File: config.mk
export PLATFORM = sky130hd
export DESIGN_NAME = uart_rx_mv
export DESIGN_NICKNAME = d
export VERILOG_FILES = /design/src/rtl/uart_rx_mv.sv
export SDC_FILE = /design/constraint.sdc
export NUM_CORES = 1
export LEC_CHECK = 0
export BUFFER_PORTS_ARGS = -buffer_cell sky130_fd_sc_hd__clkbuf_2
export CORE_MARGIN = 3
export CORE_UTILIZATION = 27
export CTS_CLUSTER_SIZE = 20
export DETAILED_ROUTE_END_ITERATION = 12
export GPL_ROUTABILITY_DRIVEN = 0
export GPL_TIMING_DRIVEN = 0
export PLACE_DENSITY_LB_ADDON = 0.2
export SLEW_MARGIN = 20
export SYNTH_ARGS = -nofsm -noshare
export SYNTH_HDL_FRONTEND = slang
export SYNTH_SLANG_ARGS = --single-unit
File: constraint.sdc
create_clock -name uart_clk_i -period 2.8 [get_ports uart_clk_i]
set_clock_uncertainty 0.2 [all_clocks]
set_input_delay 0.14 -clock uart_clk_i [delete_from_list [all_inputs] [get_ports uart_clk_i]]
set_output_delay 0.14 -clock uart_clk_i [all_outputs]
set_load 0.005 [all_outputs]
File: src/rtl/uart_rx_mv.sv
// UART receiver: synchronised line, 3-sample majority vote per bit, builds {noise,break,frame,parity,data}.
// Latency: word and strobes appear one clock after the mid-point resolve of the last stop bit.
// Backpressure: none upstream; FIFO full in the output cycle drops the word and pulses overrun_o.
module uart_rx_mv #(
    parameter int OVERSAMPLE  = 16,
    parameter int SYNC_STAGES = 2,
    parameter int DATA_W      = 8
) (
    input  logic              uart_clk_i,
    input  logic              uart_rst_n_i,
    input  logic              rx_clk_en_i,
    input  logic              uart_rx_i,
    input  logic [1:0]        word_len_i,
    input  logic              parity_en_i,
    input  logic              even_parity_sel_i,
    input  logic              stp_bits_i,
    input  logic              rx_fifo_full_i,
    output logic [DATA_W+3:0] rx_fifo_data_o,
    output logic              rx_fifo_wr_en_o,
    output logic              rsr_full_o,
    output logic              overrun_o,
    output logic              busy_o
);
    localparam int TW = $clog2(OVERSAMPLE);
    localparam int BW = $clog2(DATA_W + 1);
    localparam logic [TW-1:0] T_S0  = TW'(OVERSAMPLE / 2 - 1);
    localparam logic [TW-1:0] T_S1  = TW'(OVERSAMPLE / 2);
    localparam logic [TW-1:0] T_RES = TW'(OVERSAMPLE / 2 + 1);
    localparam logic [TW-1:0] T_END = TW'(OVERSAMPLE - 1);

    typedef enum logic [2:0] {
        S_IDLE, S_START, S_DATA, S_PARITY, S_STOP1, S_STOP2, S_OUT, S_BRKW
    } state_t;

    state_t                 r_state, w_next;
    logic [SYNC_STAGES-1:0] r_sync;
    logic [TW-1:0]          r_tick_cnt;
    logic [BW-1:0]          r_bit_cnt, r_nbits;
    logic                   r_par_en, r_par_even, r_two_stop;
    logic                   r_s0, r_s1;
    logic [DATA_W-1:0]      r_shift;
    logic                   r_noise, r_zero, r_perr, r_ferr, r_brk;
    logic [DATA_W+3:0]      r_word;

    logic                   w_rx, w_in_frame, w_res, w_bit_end, w_vote, w_unan, w_last;
    logic                   w_noise_f, w_ferr_f, w_brk_f, w_exp_par;
    logic [BW-1:0]          w_shamt;
    logic [DATA_W-1:0]      w_data;

    assign w_rx       = r_sync[SYNC_STAGES-1];
    assign w_in_frame = (r_state == S_START) || (r_state == S_DATA) || (r_state == S_PARITY)
                     || (r_state == S_STOP1) || (r_state == S_STOP2);
    assign w_res      = rx_clk_en_i && w_in_frame && (r_tick_cnt == T_RES);
    assign w_bit_end  = rx_clk_en_i && w_in_frame && (r_tick_cnt == T_END);
    // third vote is the live synced line at the resolve tick
    assign w_vote     = (r_s0 & r_s1) | (r_s0 & w_rx) | (r_s1 & w_rx);
    assign w_unan     = (r_s0 == r_s1) && (r_s1 == w_rx);
    // data shifts in from the top, so short words are right-aligned here with zero fill
    assign w_shamt    = BW'(DATA_W) - r_nbits;
    assign w_data     = r_shift >> w_shamt;
    assign w_exp_par  = r_par_even ? ^w_data : ~^w_data;
    assign w_last     = w_res && (((r_state == S_STOP1) && !r_two_stop) || (r_state == S_STOP2));
    assign w_noise_f  = r_noise | ~w_unan;
    assign w_ferr_f   = r_ferr | ~w_vote;
    assign w_brk_f    = (r_state == S_STOP1) ? (r_zero & ~w_vote) : r_brk;

    // input synchroniser, free-running on every clock
    always_ff @(posedge uart_clk_i or negedge uart_rst_n_i) begin
        if (!uart_rst_n_i) r_sync <= '1;
        else               r_sync <= {r_sync[SYNC_STAGES-2:0], uart_rx_i};
    end

    // state register
    always_ff @(posedge uart_clk_i or negedge uart_rst_n_i) begin
        if (!uart_rst_n_i) r_state <= S_IDLE;
        else               r_state <= w_next;
    end

    // next-state logic; only S_OUT advances without an oversample tick
    always_comb begin
        w_next = r_state;
        case (r_state)
            S_IDLE:   if (rx_clk_en_i && !w_rx) w_next = S_START;
            S_START:  if (w_res && w_vote) w_next = S_IDLE;
                      else if (w_bit_end)  w_next = S_DATA;
            S_DATA:   if (w_bit_end && (r_bit_cnt == r_nbits - BW'(1)))
                          w_next = r_par_en ? S_PARITY : S_STOP1;
            S_PARITY: if (w_bit_end) w_next = S_STOP1;
            S_STOP1:  if (w_last)         w_next = S_OUT;
                      else if (w_bit_end) w_next = S_STOP2;
            S_STOP2:  if (w_last) w_next = S_OUT;
            S_OUT:    w_next = r_word[DATA_W+2] ? S_BRKW : S_IDLE;
            S_BRKW:   if (rx_clk_en_i && w_rx) w_next = S_IDLE;
            default:  w_next = S_IDLE;
        endcase
    end

    // tick-gated datapath: counters, vote samples, character assembly and status
    always_ff @(posedge uart_clk_i or negedge uart_rst_n_i) begin
        if (!uart_rst_n_i) begin
            r_tick_cnt <= '0;
            r_bit_cnt  <= '0;
            r_nbits    <= '0;
            r_par_en   <= 1'b0;
            r_par_even <= 1'b0;
            r_two_stop <= 1'b0;
            r_s0       <= 1'b0;
            r_s1       <= 1'b0;
            r_shift    <= '0;
            r_noise    <= 1'b0;
            r_zero     <= 1'b0;
            r_perr     <= 1'b0;
            r_ferr     <= 1'b0;
            r_brk      <= 1'b0;
            r_word     <= '0;
        end else if (rx_clk_en_i) begin
            if (w_in_frame) r_tick_cnt <= (r_tick_cnt == T_END) ? '0 : r_tick_cnt + TW'(1);
            else            r_tick_cnt <= '0;
            if (r_tick_cnt == T_S0) r_s0 <= w_rx;
            if (r_tick_cnt == T_S1) r_s1 <= w_rx;
            if ((r_state == S_IDLE) && !w_rx) begin
                r_nbits    <= BW'(DATA_W - 3) + BW'(word_len_i);
                r_par_en   <= parity_en_i;
                r_par_even <= even_parity_sel_i;
                r_two_stop <= stp_bits_i;
                r_bit_cnt  <= '0;
                r_shift    <= '0;
                r_noise    <= 1'b0;
                r_zero     <= 1'b1;
                r_perr     <= 1'b0;
                r_ferr     <= 1'b0;
                r_brk      <= 1'b0;
            end
            if (w_res) r_noise <= w_noise_f;
            if (w_res && (r_state == S_DATA)) begin
                r_shift <= {w_vote, r_shift[DATA_W-1:1]};
                r_zero  <= r_zero & ~w_vote;
            end
            if (w_bit_end && (r_state == S_DATA)) r_bit_cnt <= r_bit_cnt + BW'(1);
            if (w_res && (r_state == S_PARITY)) begin
                r_perr <= (w_vote != w_exp_par);
                r_zero <= r_zero & ~w_vote;
            end
            if (w_res && ((r_state == S_STOP1) || (r_state == S_STOP2))) r_ferr <= w_ferr_f;
            if (w_res && (r_state == S_STOP1)) r_brk <= w_brk_f;
            if (w_last) r_word <= {w_noise_f, w_brk_f, w_ferr_f | w_brk_f, r_perr, w_data};
        end
    end

    assign rx_fifo_data_o  = r_word;
    assign rsr_full_o      = (r_state == S_OUT);
    assign rx_fifo_wr_en_o = (r_state == S_OUT) && !rx_fifo_full_i;
    assign overrun_o       = (r_state == S_OUT) && rx_fifo_full_i;
    assign busy_o          = (r_state != S_IDLE);
endmodule

Yosys cells after proc, flatten, opt, wreduce, memory -nomap -nowiden
Cells that the tools add are included.
{"block": "totals", "register_bits": 47, "latch_bits": 0, "mem_bits_rw": 0, "rom_bits": 0, "in_bits": 10, "output_inout_bits": 16, "word_cells": 134, "n_memories": 0}
{"block": "classes", "addsub": 5, "mul": 0, "div_mod_pow": 0, "n_lt_le_gt_ge": 0, "n_eq_ne": 22, "shift": 1, "mux": 28, "bitwise_logic": 11, "n_reduce_logical": 50}
{"op": "$mux W3", "count": 11}
{"op": "$pmux W3 S8", "count": 1}
{"op": "$reduce_and A2 Y1", "count": 11}
{"op": "$logic_and A1 B1 Y1", "count": 18}
{"op": "$mux W4", "count": 4}
{"op": "$mux W8", "count": 2}
{"op": "$eq A3 B3 Y1 const B", "count": 4}
{"op": "$eq A4 B4 Y1 const B", "count": 3}
{"op": "$reduce_bool A2 Y1", "count": 6}
{"op": "$mux W1", "count": 10}
{"op": "$ne A2 B2 Y1 const B", "count": 5}
{"op": "$add A4 B1 Y4 const B", "count": 2}
{"op": "$reduce_xnor A8 Y1", "count": 1}
{"op": "$reduce_xor A8 Y1", "count": 1}
{"op": "$shr A8 B4 Y8", "count": 1}
{"op": "$reduce_and A7 Y1", "count": 1}
{"op": "$eq A3 B2 Y1 const B", "count": 2}
{"op": "$logic_or A1 B1 Y1", "count": 6}
{"op": "$reduce_bool A3 Y1", "count": 2}
{"op": "$or A1 B1 Y1", "count": 5}
{"op": "$add A3 B2 Y4 const A", "count": 1}
{"op": "$and A1 B1 Y1", "count": 4}
{"op": "$eq A4 B3 Y1 const B", "count": 1}
{"op": "$eq A4 B4 Y1", "count": 1}
{"op": "other kinds (10)", "count": 14}

Depth between registers and ports, before layout
Gate-level depths: netlist (run 1).
{"block": "logic_depth", "ltp_word": 10, "depth_mapped": 12, "ltp_nobuf": 9}

Worst setup path after synthesis (run 1)
OpenSTA, ideal clock, no wires.
{"block": "synth_timing", "path_kind": "register to register", "from": "reg r_nbits[0]", "to": "reg r_perr", "setup_time_ns": 0.069, "arrival_time_ns": 2.706, "t_required_ns": 2.531, "setup_slack_ns": -0.175, "stages_incl_launch_ff": 12, "n_path_buf": 2, "period_less_slack_ns": 2.975, "path_cell_list": "dfrtp_1 > buf_6 > inv_2 > ha_1 > buf_6 > mux2i_1 > mux2i_1 > mux2i_1 > xor2_1 > mux2_2 > or4b_1 > nand3_1"}
{"block": "synth_via", "elab_chain_cells": 6, "word_cells_on_any_way": 7, "cone_classes": "add/sub: 1; eq/ne: 1; shift: 1; mux: 2; reduce/logical: 2"}
{"item": "start, declared", "line_no": "38", "source": "logic [BW-1:0] r_bit_cnt, r_nbits;"}
{"item": "start signal, assigned", "line_no": "122", "source": "r_nbits <= BW'(DATA_W - 3) + BW'(word_len_i);"}
{"item": "$sub A4 B4 Y4 *", "line_no": "59", "source": "assign w_shamt = BW'(DATA_W) - r_nbits;"}
{"item": "$shr A8 B4 Y8 *", "line_no": "60", "source": "assign w_data = r_shift >> w_shamt;"}
{"item": "$reduce_xnor A8 Y1 or $reduce_xor A8 Y1 (tied branches)", "line_no": "61", "source": "assign w_exp_par = r_par_even ? ^w_data : ~^w_data;"}
{"item": "$mux W1 *", "line_no": "61"}
{"item": "$ne A1 B1 Y1 *", "line_no": "141", "source": "r_perr <= (w_vote != w_exp_par);"}
{"item": "$mux W1 *", "line_no": "140", "source": "if (w_res && (r_state == S_PARITY)) begin"}
{"item": "end signal, assigned", "line_no": "141"}
{"item": "end, declared", "line_no": "42", "source": "logic r_noise, r_zero, r_perr, r_ferr, r_brk;"}
Every way passes the cells marked *; elsewhere a longest branch is shown, timed or not.
A chain may end at the register's enable or synchronous reset.

Final worst setup path (run 1)
Ends and elaborated chain as after synthesis.

==> flow_summary_export.csv, run 1 <==
group,metric,value,unit
timing,fmaxAchievable,358,MHz
die,core_area,10000,sq um
cells_and_area,postLayoutCellArea,3420,sq um
flow_run,max_cap_viol_count,0,
timing,tightest_slew,0.762,ns
power_and_ir_drop,p_int,1.74,mW
hold_path,hold_depth,0,
cells_and_area,area_delta_synth_final,20.7,%
hold_path,worstHoldPathType,"reg2reg",
placement,dpl.hpwl,5050,um
setup_path,r2r-start,"r_nbits[0]",
cells_and_area,num_antenna_cells,0,
clocking,cts_buffers,5,
clocking,clk_pin_slew,0.09,ns
yosys,synth_nets,329,
global_routing,grt_pass1_vias,2239,
routing,drtIter0Drc,130,
cells_and_area,layout.cells.non_filler,492,
global_routing,use_met3,1.37,%
power_and_ir_drop,powerDensity,860,nW/um^2
global_routing,grt_pass1_wl,11600,um
routing,routed-via-count,2344,
yosys,synth_area_per_cell,9.11,sq um
die,die_area,11800,sq um
yosys,yosys_warnings,0,
setup_path,timing.rr.end,"r_perr",
global_routing,top_usage_layer,"met2",
timing,period_share,99.9,%
power_and_ir_drop,power,2.94,mW
setup_path,crit_fanout,8,
outcome,status,"complete, no violations",
cells_and_area,nets,376,
yosys,synth_seq_cells,47,
global_routing,grt_usage,12.4,%
placement,portBuffers,25,
setup_path,r2r_slack,0.003,ns
clocking,cts_root_buffer,"clkbuf_8",
placement,detailedPlace.worstSlack,-0.362,ns
power_and_ir_drop,switchingPower,1.20,mW
timing,rsz0062_at_grt,"yes",
routing,remaining_drc_errors,0,
yosys,async_flop_share,100,%
routing,ant_nets,0,
die,die_h,108,um
routing,vias_per_cell,4.76,
routing,firstDrtPassIters,4,
yosys,synth_edf_count,0,
cells_and_area,final_common_cell,"nand2_1",
cells_and_area,drive_gt1_share,21.2,%
yosys,synth_ff_type,"dfrtp_1",
global_routing,grt_antenna_before_repair,0,
hold_path,worstHoldStart,"r_sync[0]",
die,die_x,108,um
hold_path,min_to,"r_sync[1]",
yosys,netlist_area,2830,sq um
setup_path,cp-start-kind,"flop",
power_and_ir_drop,power_leakage,1.46,nW
die,rows,36,
clocking,clock_latency,0.30,ns
placement,placed_cell_area,3150,sq um
clocking,h-tree-depth,2,
timing,post-route-min-period,2.80,ns
placement,dp_cells,469,
die,ios,26,
setup_path,crit_arrival,2.84,ns
setup_path,critical_path_class,"reg2reg",
setup_path,end_kind,"flop",
cells_and_area,fill_cells,1070,
global_routing,grt_overflow,0,
yosys,ys_seq_area_share,41.6,%
timing,setup_viol,0,
clocking,cts_sinks,47,
power_and_ir_drop,irDropWorstVdd,0.312,mV
clocking,tritoncts,"yes",
clocking,clk_path_buf_depth,2,
power_and_ir_drop,power.share.clock,17.3,%
global_routing,grt_max_degree,48,
global_routing,use_met2,20.3,%
yosys,yosysUniqueCellTypes,55,
timing,relSlewSlack,49.1,%
global_routing,gr-usage-met1,17.3,%
setup_path,reg2reg_depth,9,
yosys,synthCells,311,
routing,wl_per_cell,14.2,um
die,start_util,28.3,%
routing,finalWirelength,6960,um
timing,drv_slew,0,
power_and_ir_drop,comb_power_share,52.4,%
cells_and_area,fin_util,34.2,%
cells_and_area,layout_common_cells,"56 x nand2_1, 44 x dfrtp_1, 26 x clkbuf_2",
setup_path,required,2.84,ns
power_and_ir_drop,power_switching_share,40.8,%
timing,setup_ws,0.00298,ns
timing,finalHoldViolCount,0,
power_and_ir_drop,p_seq_share,30.3,%
==> stage by stage <==
step | TNS [ns] | hold WS, ns
final | 0 | 0.160
after floorplan | -0.0871 | -0.356
after CTS | 0 | 0.163
after global placement | -0.384 | 0.0280
after global routing | -0.123 | 0.169
after detailed placement | -0.445 | 0.0333
==> state kept, by name (all words and copies together) (netlist names), 2 cells and up <==
name	flops
rx_fifo_data_o	12
r_shift	8
r_bit_cnt	4
r_nbits	4
r_tick_cnt	4
r_state	3
r_sync	2
==> critical path, stage by stage, from the launching register on <==
cell     delay (ns)
dfrtp_2        0.45
inv_6          0.07
ha_4           0.23
mux2i_4        0.21
mux2i_1        0.20
mux2i_1        0.23
xor2_1         0.27
mux2_4         0.33
or4b_1         0.45
nand3_1        0.09
==> metal layers <==
layer  routed length, um  vias up  share of wire (%)
met5                   0        -                  0
met4                  99        0                1.4
met3                 168        7                2.4
met2                3260       33                 47
met1                3440     1120                 49
li1                    -     1184                  -
==> cell type report <==
| type | count | area (sq um) | share of cell area [%] |
|---|---|---|---|
| buffer | 16 | 97.6 | 2.85 |
| clock inverter | 2 | 37.5 | 1.10 |
| tap | 133 | 166 | 4.87 |
| sequential | 47 | 1180 | 34.5 |
| multi-input combinational | 238 | 1560 | 45.5 |
| timing repair buffer | 42 | 275 | 8.05 |
| inverter | 8 | 35.0 | 1.02 |
| clock buffer | 6 | 72.6 | 2.12 |
==> synthesized netlist by cell type, types with 2 or more instances <==
| cell | instances | area [sq um] |
|---|---|---|
| xor2_1 | 4 | 35.0 |
| o41ai_1 | 2 | 17.5 |
| o21ai_0 | 12 | 60.1 |
| xnor2_1 | 10 | 87.6 |
| inv_1 | 6 | 22.5 |
| o21ai_1 | 14 | 70.1 |
| nor2_1 | 17 | 63.8 |
| buf_6 | 6 | 67.6 |
| a21oi_1 | 9 | 45.0 |
| nor3_1 | 7 | 35.0 |
| nor2b_1 | 10 | 62.6 |
| buf_2 | 4 | 20.0 |
| mux2_2 | 5 | 56.3 |
| nand4_1 | 3 | 18.8 |
| o31ai_1 | 5 | 37.5 |
| or4b_1 | 2 | 20.0 |
| ha_1 | 8 | 100 |
| clkbuf_1 | 8 | 30.0 |
| nand2b_1 | 6 | 37.5 |
| and2_1 | 2 | 12.5 |
| a31oi_1 | 5 | 31.3 |
| nand3_1 | 15 | 75.1 |
| o21a_1 | 2 | 15.0 |
| inv_2 | 2 | 7.51 |
| or3_1 | 3 | 18.8 |
| a21o_1 | 2 | 15.0 |
| nand2_1 | 56 | 210 |
| dfstp_2 | 2 | 52.6 |
| o2111a_1 | 2 | 22.5 |
| nand3b_1 | 2 | 15.0 |
| mux2i_1 | 11 | 110 |
| a41oi_1 | 2 | 17.5 |
| dfrtp_1 | 45 | 1130 |
==> power by group through the flow <==
| stage | logic (mW) | registers (mW) | clock network (mW) |
|---|---|---|---|
| floorplan | 1.16 | 0.877 | 0 |
| global placement | 1.44 | 0.900 | 0 |
| detailed placement | 1.45 | 0.904 | 0 |
| CTS | 1.54 | 0.889 | 0.532 |
| global route | 1.72 | 0.909 | 0.556 |
| finish | 1.54 | 0.890 | 0.510 |
==> cells by family (layout without fill, tap and decap cells) <==
logic type                 Yosys count  after routing  share of synthesized area, %
and+or+nand+nor                    128            128                          21.5
AOI/OAI and AO/OA                   69             69                          16.5
DFF                                 47             47                          41.6
buffers and inverters               26             74                          5.21
muxes                               18             18                          6.80
xor gates and xnor gates            15             15                          4.90
adders and majority gates            8              8                          3.53
==> timing repair <==
action                                 4_1_cts  5_1_grt
setup endpoints to repair                    3        7
hold buffers                                 8        0
buffers inserted                             7        2
endpoints found under the hold margin       53        0
resized for setup                            5        6
pin swaps                                    3        2
==> how the worst max path moves through the flow <==
stage,cells past startpoint,slack (ns),end,start
floorplan,11,-0.09,r_perr,r_nbits[0]
global placement,11,-0.32,r_perr,r_nbits[0]
detailed placement,11,-0.36,r_perr,r_nbits[0]
CTS,9,0.01,r_perr,r_nbits[0]
global route,9,-0.12,r_perr,r_nbits[0]
finish,9,0.003,r_perr,r_nbits[0]
(Power assumes the default switching activity.)
==> run 2: changes to the inputs <==
--- a/config.mk
+++ b/config.mk
@@ -5,9 +5,12 @@
 export SDC_FILE = /design/constraint.sdc
 export NUM_CORES = 1
 export LEC_CHECK = 0
+export ABC_AREA = 1
 export BUFFER_PORTS_ARGS = -buffer_cell sky130_fd_sc_hd__clkbuf_2
+export CAP_MARGIN = 25
 export CORE_MARGIN = 3
 export CORE_UTILIZATION = 27
+export CTS_BUF_LIST = sky130_fd_sc_hd__clkbuf_4 sky130_fd_sc_hd__clkbuf_8
 export CTS_CLUSTER_SIZE = 20
 export DETAILED_ROUTE_END_ITERATION = 12
 export GPL_ROUTABILITY_DRIVEN = 0
==> flow_summary_export.csv, run 2 <==
group,metric,value,unit
yosys,synth.most_common_cell,"nand2_1",
yosys,synth.area.top_cells,"dfrtp_1 41%, nand2_1 17%, nand3_1 6.9%",
global_routing,grt_overflow,0,
die,ios,26,
setup_path,crit_start,"r_nbits[0]",
routing,vias_per_cell,4.42,
setup_path,required,2.80,ns
cells_and_area,layout_common_cells,"123 x nand2_1, 45 x dfrtp_1, 39 x inv_1",
placement,dpl.hpwl,4960,um
clocking,cts_root_buffer,"clkbuf_8",
routing,firstDrtPassIters,4,
global_routing,grt_usage,12.0,%
power_and_ir_drop,irDropWorstVdd,0.295,mV
yosys,synth_seq_cells,47,
yosys,ys_seq_area_share,42.6,%
timing,finalHoldViolCount,0,
setup_path,end_kind,"flop",
setup_path,critical_path_class,"reg2reg",
die,rows,36,
cells_and_area,final_common_cell,"nand2_1",
yosys,synthCells,377,
timing,setup_viol,0,
hold_path,worstHoldPathType,"reg2reg",
die,die_x,107,um
cells_and_area,drive_gt1_share,14.9,%
setup_path,crit_fanout,10,
global_routing,grt_pass1_wl,11100,um
cells_and_area,nets,434,
global_routing,grt_pass1_vias,2271,
timing,final.setup.tns,0,ns
cells_and_area,area_delta_synth_final,16.6,%
die,die_area,11500,sq um
power_and_ir_drop,powerDensity,965,nW/um^2
global_routing,grt_antenna_before_repair,0,
setup_path,r2r-start,"r_nbits[0]",
yosys,synth_area_per_cell,7.33,sq um
timing,tightest_slew,0.664,ns
routing,routed-via-count,2425,
clocking,cts_setup_buffers,0,
placement,portBuffers,24,
power_and_ir_drop,power_leakage,1.65,nW
cells_and_area,num_antenna_cells,0,
routing,drtIter0Drc,80,
yosys,yosysTopAreaCell,"dfrtp_1",
setup_path,cp-start-kind,"flop",
die,die_h,107,um
setup_path,reg2reg_depth,18,
yosys,yosysUniqueCellTypes,34,
outcome,status,"complete, no violations",
yosys,synth_edf_count,0,
clocking,clock_latency,0.30,ns
setup_path,crit_end,"r_perr",
setup_path,crit_family,"simple AND/OR/NAND/NOR gates",
setup_path,crit_arrival,2.50,ns
die,core_area,9860,sq um
routing,wl_per_cell,11.9,um
setup_path,cp_num_cells,18,
setup_path,timing.rr.end,"r_perr",
setup_path,r2r_slack,0.30,ns
hold_path,hold_depth,0,
yosys,synth_nets,395,
yosys,yosys_warnings,0,
clocking,h-tree-depth,2,
yosys,synthTopCellsByCount,"123 x nand2_1, 45 x dfrtp_1, 39 x inv_1",
yosys,synth_ff_type,"dfrtp_1",
timing,relSlewSlack,55.8,%
setup_path,cp_num_buf_inv,5,
die,start_util,28.0,%
yosys,async_flop_share,100,%
clocking,cts_buffers,5,
timing,rsz0062_at_grt,"no",
routing,ant_nets,0,
clocking,tritoncts,"yes",
setup_path,crit_path_frequent_cell,"nand2_1",
cells_and_area,largest_reg_flops,12,
flow_run,max_cap_viol_count,0,
setup_path,critPathMaxStageDelay,0.39,ns
yosys,synth_top_area_share,40.7,%
clocking,clk_path_buf_depth,2,
timing,period_share,89.4,%
clocking,clk_pin_slew,0.09,ns
yosys,netlist_area,2770,sq um
timing,drv_slew,0,
timing,fmaxAchievable,400,MHz
global_routing,grt_max_degree,48,
setup_path,slowest_stage,"dfrtp_1",
routing,finalWirelength,6540,um
cells_and_area,fin_util,32.7,%
routing,remaining_drc_errors,0,
setup_path,path_cells,"inv_2 > buf_6 > ha_1 > buf_2 > inv_6 > nand3_1 > inv_1 > nor2_1 > nor2_1 > nand2_1 > nand2_1 > nand2_1 > nand2_1 > nand2_1 > nand2_1 > nand2_1 > nand2_1 > nand2_1",
clocking,cts_sinks,47,
timing,post-route-min-period,2.50,ns
run 2: cell types whose count changed after synthesis, moves of 7 or more:
cell and change:
o21ai_1 -9, o21ai_0 +7, mux2i_1 -11, clkbuf_1 -7, xnor2_1 -10, nor2b_1 -10
nor2_1 +13, nand3_1 +23, inv_1 +33, inv_2 +8, nand2_1 +67, o22ai_1 +7
run 2: timing repair:
action	in CTS	in global routing
setup endpoints to repair	0	1
resized for setup	0	2
hold buffers	8	0
endpoints found under the hold margin	55	0
run 2: kinds of logic after synthesis:
group / synth area share [%]
adders and majority gates: 3.62
AOI/OAI and AO/OA: 10.4
buffers and inverters: 8.64
xor gates and xnor gates: 0.950
DFF: 42.6
and+or+nand+nor: 33.8
run 2: layer usage:
layer / routed length (um) / global-route usage [%] / vias up / share of wire (%)
met5: 0 / 0 / - / 0
met2: 2910 / 18.8 / 32 / 45
met3: 205 / 2.23 / 5 / 3.1
met4: 55 / 2.47 / 0 / 0.84
li1: - / - / 1286 / -
met1: 3370 / 17.4 / 1102 / 51
run 2: worst reg2reg max path: cells and delay by family, from the launching register on:
| kind | cells | cell delay (ns) |
|---|---|---|
| DFF | 1 | 0.39 |
| and+or+nand+nor | 12 | 0.93 |
| buffers and inverters | 5 | 0.66 |
| adders and majority gates | 1 | 0.23 |
run 2: worst min-delay path by stage:
stage                  from      endpoint  slack [ns]
5_1_grt           r_sync[0]     r_sync[1]        0.17
4_1_cts           r_sync[0]     r_sync[1]        0.17
2_1_floorplan  uart_rst_n_i  r_bit_cnt[0]       -0.36
6_report          r_sync[0]     r_sync[1]        0.17
3_3_place_gp      uart_rx_i     r_sync[0]        0.03
3_5_place_dp      uart_rx_i     r_sync[0]        0.03
run 2: layout make-up:
type	count	area, sq um
fillers	1053	6640
multi-input cells	272	1350
flip-flops and latches	47	1180
repair buffers	32	203
inverters	50	193
well taps	133	166
clock buffers	7	83.8
plain buffers	8	52.6
run 2: metrics by stage:
| stage | power, mW | instance area [sq um] | instances | hold slack, ns | worst slack (ns) |
|---|---|---|---|---|---|
| final | 3.11 | 3220 | 549 | 0.166 | 0.298 |
| after global routing | 3.48 | 3220 | 549 | 0.174 | 0.0182 |
| after CTS | 3.14 | 3220 | 549 | 0.166 | 0.185 |
| after detailed placement | 2.70 | 3050 | 534 | 0.0330 | 0.202 |
| after global placement | 2.68 | 3050 | 534 | 0.0292 | 0.209 |
| after floorplan | 2.26 | 2770 | 377 | -0.356 | 0.570 |
run 2: report_power, final:
part | internal [mW] | switching [mW]
registers | 0.806 | 0.104
logic | 0.584 | 1.19
clock network | 0.192 | 0.232
==> run 3: changes to the inputs <==
--- a/config.mk
+++ b/config.mk
@@ -7,7 +7,7 @@
 export LEC_CHECK = 0
 export ABC_AREA = 1
 export BUFFER_PORTS_ARGS = -buffer_cell sky130_fd_sc_hd__clkbuf_2
-export CAP_MARGIN = 25
+export CAP_MARGIN = 40
 export CORE_MARGIN = 3
 export CORE_UTILIZATION = 27
 export CTS_BUF_LIST = sky130_fd_sc_hd__clkbuf_4 sky130_fd_sc_hd__clkbuf_8
@@ -16,6 +16,7 @@
 export GPL_ROUTABILITY_DRIVEN = 0
 export GPL_TIMING_DRIVEN = 0
 export PLACE_DENSITY_LB_ADDON = 0.2
+export REMOVE_ABC_BUFFERS = 1
 export SLEW_MARGIN = 20
 export SYNTH_ARGS = -nofsm -noshare
 export SYNTH_HDL_FRONTEND = slang
==> constraint.sdc (replaced) <==
create_clock -name uart_clk_i -period 2.5 [get_ports uart_clk_i]
set_clock_uncertainty 0.2 [all_clocks]
set_input_delay 0.125 -clock uart_clk_i [delete_from_list [all_inputs] [get_ports uart_clk_i]]
set_output_delay 0.125 -clock uart_clk_i [all_outputs]
set_load 0.005 [all_outputs]
==> flow_summary_export.csv, run 3 (same netlist as run 2, synthesis figures left out) <==
group,metric,value,unit
placement,portBuffers,25,
timing,tightest_slew,0.660,ns
clocking,clk_path_buf_depth,2,
setup_path,path_cells,"inv_2 > nand3_4 > nand2_4 > nor2_8 > nand2_2 > nand2_1 > nand3_1 > nand2_2 > nand4_4 > nand2_1 > o21ai_1",
power_and_ir_drop,powerDensity,1120,nW/um^2
cells_and_area,area_delta_synth_final,18.1,%
die,core_area,9860,sq um
die,die_h,107,um
timing,finalHoldViolCount,0,
global_routing,grt_pass1_vias,2383,
clocking,clock_latency,0.30,ns
die,rows,36,
setup_path,cp_num_buf_inv,1,
routing,firstDrtPassIters,4,
routing,drtIter0Drc,120,
outcome,status,"complete, no violations",
power_and_ir_drop,power,3.67,mW
routing,remaining_drc_errors,0,
setup_path,crit_family,"simple AND/OR/NAND/NOR gates",
hold_path,min_to,"r_sync[1]",
clocking,h-tree-depth,2,
timing,setup_ws,0.267,ns
power_and_ir_drop,power.share.clock,18.3,%
setup_path,cp-start-kind,"flop",
setup_path,reg2reg_depth,11,
timing,final.setup.tns,0,ns
routing,routed-via-count,2422,
clocking,tritoncts,"yes",
cells_and_area,layout_common_cells,"121 x nand2_1, 44 x dfrtp_1, 39 x inv_1",
cells_and_area,num_antenna_cells,0,
clocking,cts_buffers,5,
routing,finalWirelength,6310,um
setup_path,critical_path_class,"reg2reg",
placement,detailedPlace.worstSlack,-0.322,ns
die,start_util,28.0,%
cells_and_area,final_common_cell,"nand2_1",
placement,placed_cell_area,3010,sq um
setup_path,crit_arrival,2.23,ns
setup_path,r2r-start,"r_state[0]",
cells_and_area,nets,428,
power_and_ir_drop,power_leakage,1.65,nW
power_and_ir_drop,switchingPower,1.69,mW
power_and_ir_drop,irDropWorstVdd,0.375,mV
global_routing,grt_max_degree,48,
timing,drv_slew,0,
die,ios,26,
placement,dpl.hpwl,4680,um
timing,period_share,89.3,%
global_routing,grt_usage,11.9,%
power_and_ir_drop,power_switching_share,46.2,%
timing,rsz0062_at_grt,"no",
routing,wl_per_cell,11.6,um
routing,vias_per_cell,4.45,
setup_path,crit_fanout,22,
setup_path,end_kind,"flop",
timing,fmaxAchievable,448,MHz
cells_and_area,fin_util,33.1,%
hold_path,worstHoldStart,"r_sync[0]",
hold_path,hold_depth,0,
cells_and_area,largest_reg_flops,12,
hold_path,worstHoldPathType,"reg2reg",
power_and_ir_drop,comb_power_share,53.3,%
setup_path,critPathMaxStageDelay,0.54,ns
setup_path,r2r_slack,0.27,ns
flow_run,max_cap_viol_count,0,
global_routing,grt_pass1_wl,11100,um
setup_path,timing.rr.end,"r_state[0]",
die,die_x,107,um
die,die_area,11500,sq um
routing,ant_nets,0,
power_and_ir_drop,p_int,1.98,mW
cells_and_area,drive_gt1_share,15.6,%
clocking,cts_sinks,47,
power_and_ir_drop,p_seq_share,28.4,%
setup_path,slowest_stage,"dfrtp_1",
timing,setup_viol,0,
clocking,clk_pin_slew,0.09,ns
clocking,cts_root_buffer,"clkbuf_8",
setup_path,required,2.50,ns
global_routing,grt_overflow,0,
global_routing,grt_antenna_before_repair,0,
cells_and_area,postLayoutCellArea,3270,sq um
timing,relSlewSlack,56.0,%
timing,post-route-min-period,2.23,ns
[run 3: worst reg2reg max path: stages (launching register included)]
cell     delay [ns]
dfrtp_1        0.54
inv_2          0.12
nand3_4        0.16
nand2_4        0.10
nor2_8         0.15
nand2_2        0.28
nand2_1        0.14
nand3_1        0.10
nand2_2        0.08
nand4_4        0.11
nand2_1        0.08
o21ai_1        0.06
[run 3: metal layers]
metal,vias up,share of wire [%],track usage [%]
met5,-,0,0
met4,0,0.87,3.01
met3,5,2.9,2.17
met2,29,45,19.3
met1,1111,51,16.3
li1,1277,-,-
[run 3: repair_timing]
item | in CTS | in global routing
hold endpoints to repair | 55 | 0
gates resized for setup | 3 | 6
hold buffers | 8 | 0
setup buffers | 1 | 0
setup endpoints to repair | 5 | 5
gates cloned | 0 | 0
pin swaps | 0 | 0
[run 3: final cells by class]
type,count,area [sq um]
Sequential cell,47,1180
Tap cell,133,166
Multi-Input combinational cell,272,1370
Fill cell,1064,6600
Inverter,50,195
Timing Repair Buffer,34,215
Clock inverter,2,60.1
Clock buffer,6,76.3
[run 3: metrics by stage]
stage / std cells / hold WS [ns]
after floorplan: 369 / -0.371
after global placement: 527 / 0.0152
after detailed placement: 527 / 0.0154
after CTS: 544 / 0.163
after global routing: 544 / 0.174
final: 544 / 0.160
[run 3: worst max path at each step]
| stage | end | cells past startpoint | start |
|---|---|---|---|
| global placement | r_perr | 16 | r_nbits[0] |
| global route | r_perr | 16 | r_nbits[0] |
| detailed placement | r_perr | 16 | r_nbits[0] |
| floorplan | r_perr | 16 | r_nbits[0] |
| CTS | r_state[0] | 11 | r_state[0] |
| finish | r_state[0] | 11 | r_state[0] |
[run 3: power groups by stage]
stage	combinational, mW	clock (mW)	sequential (mW)
6_report	1.96	0.670	1.04
3_3_place_gp	1.84	0	1.07
5_1_grt	2.33	0.730	1.07
3_5_place_dp	1.87	0	1.07
2_1_floorplan	1.46	0	1.03
4_1_cts	1.93	0.699	1.04
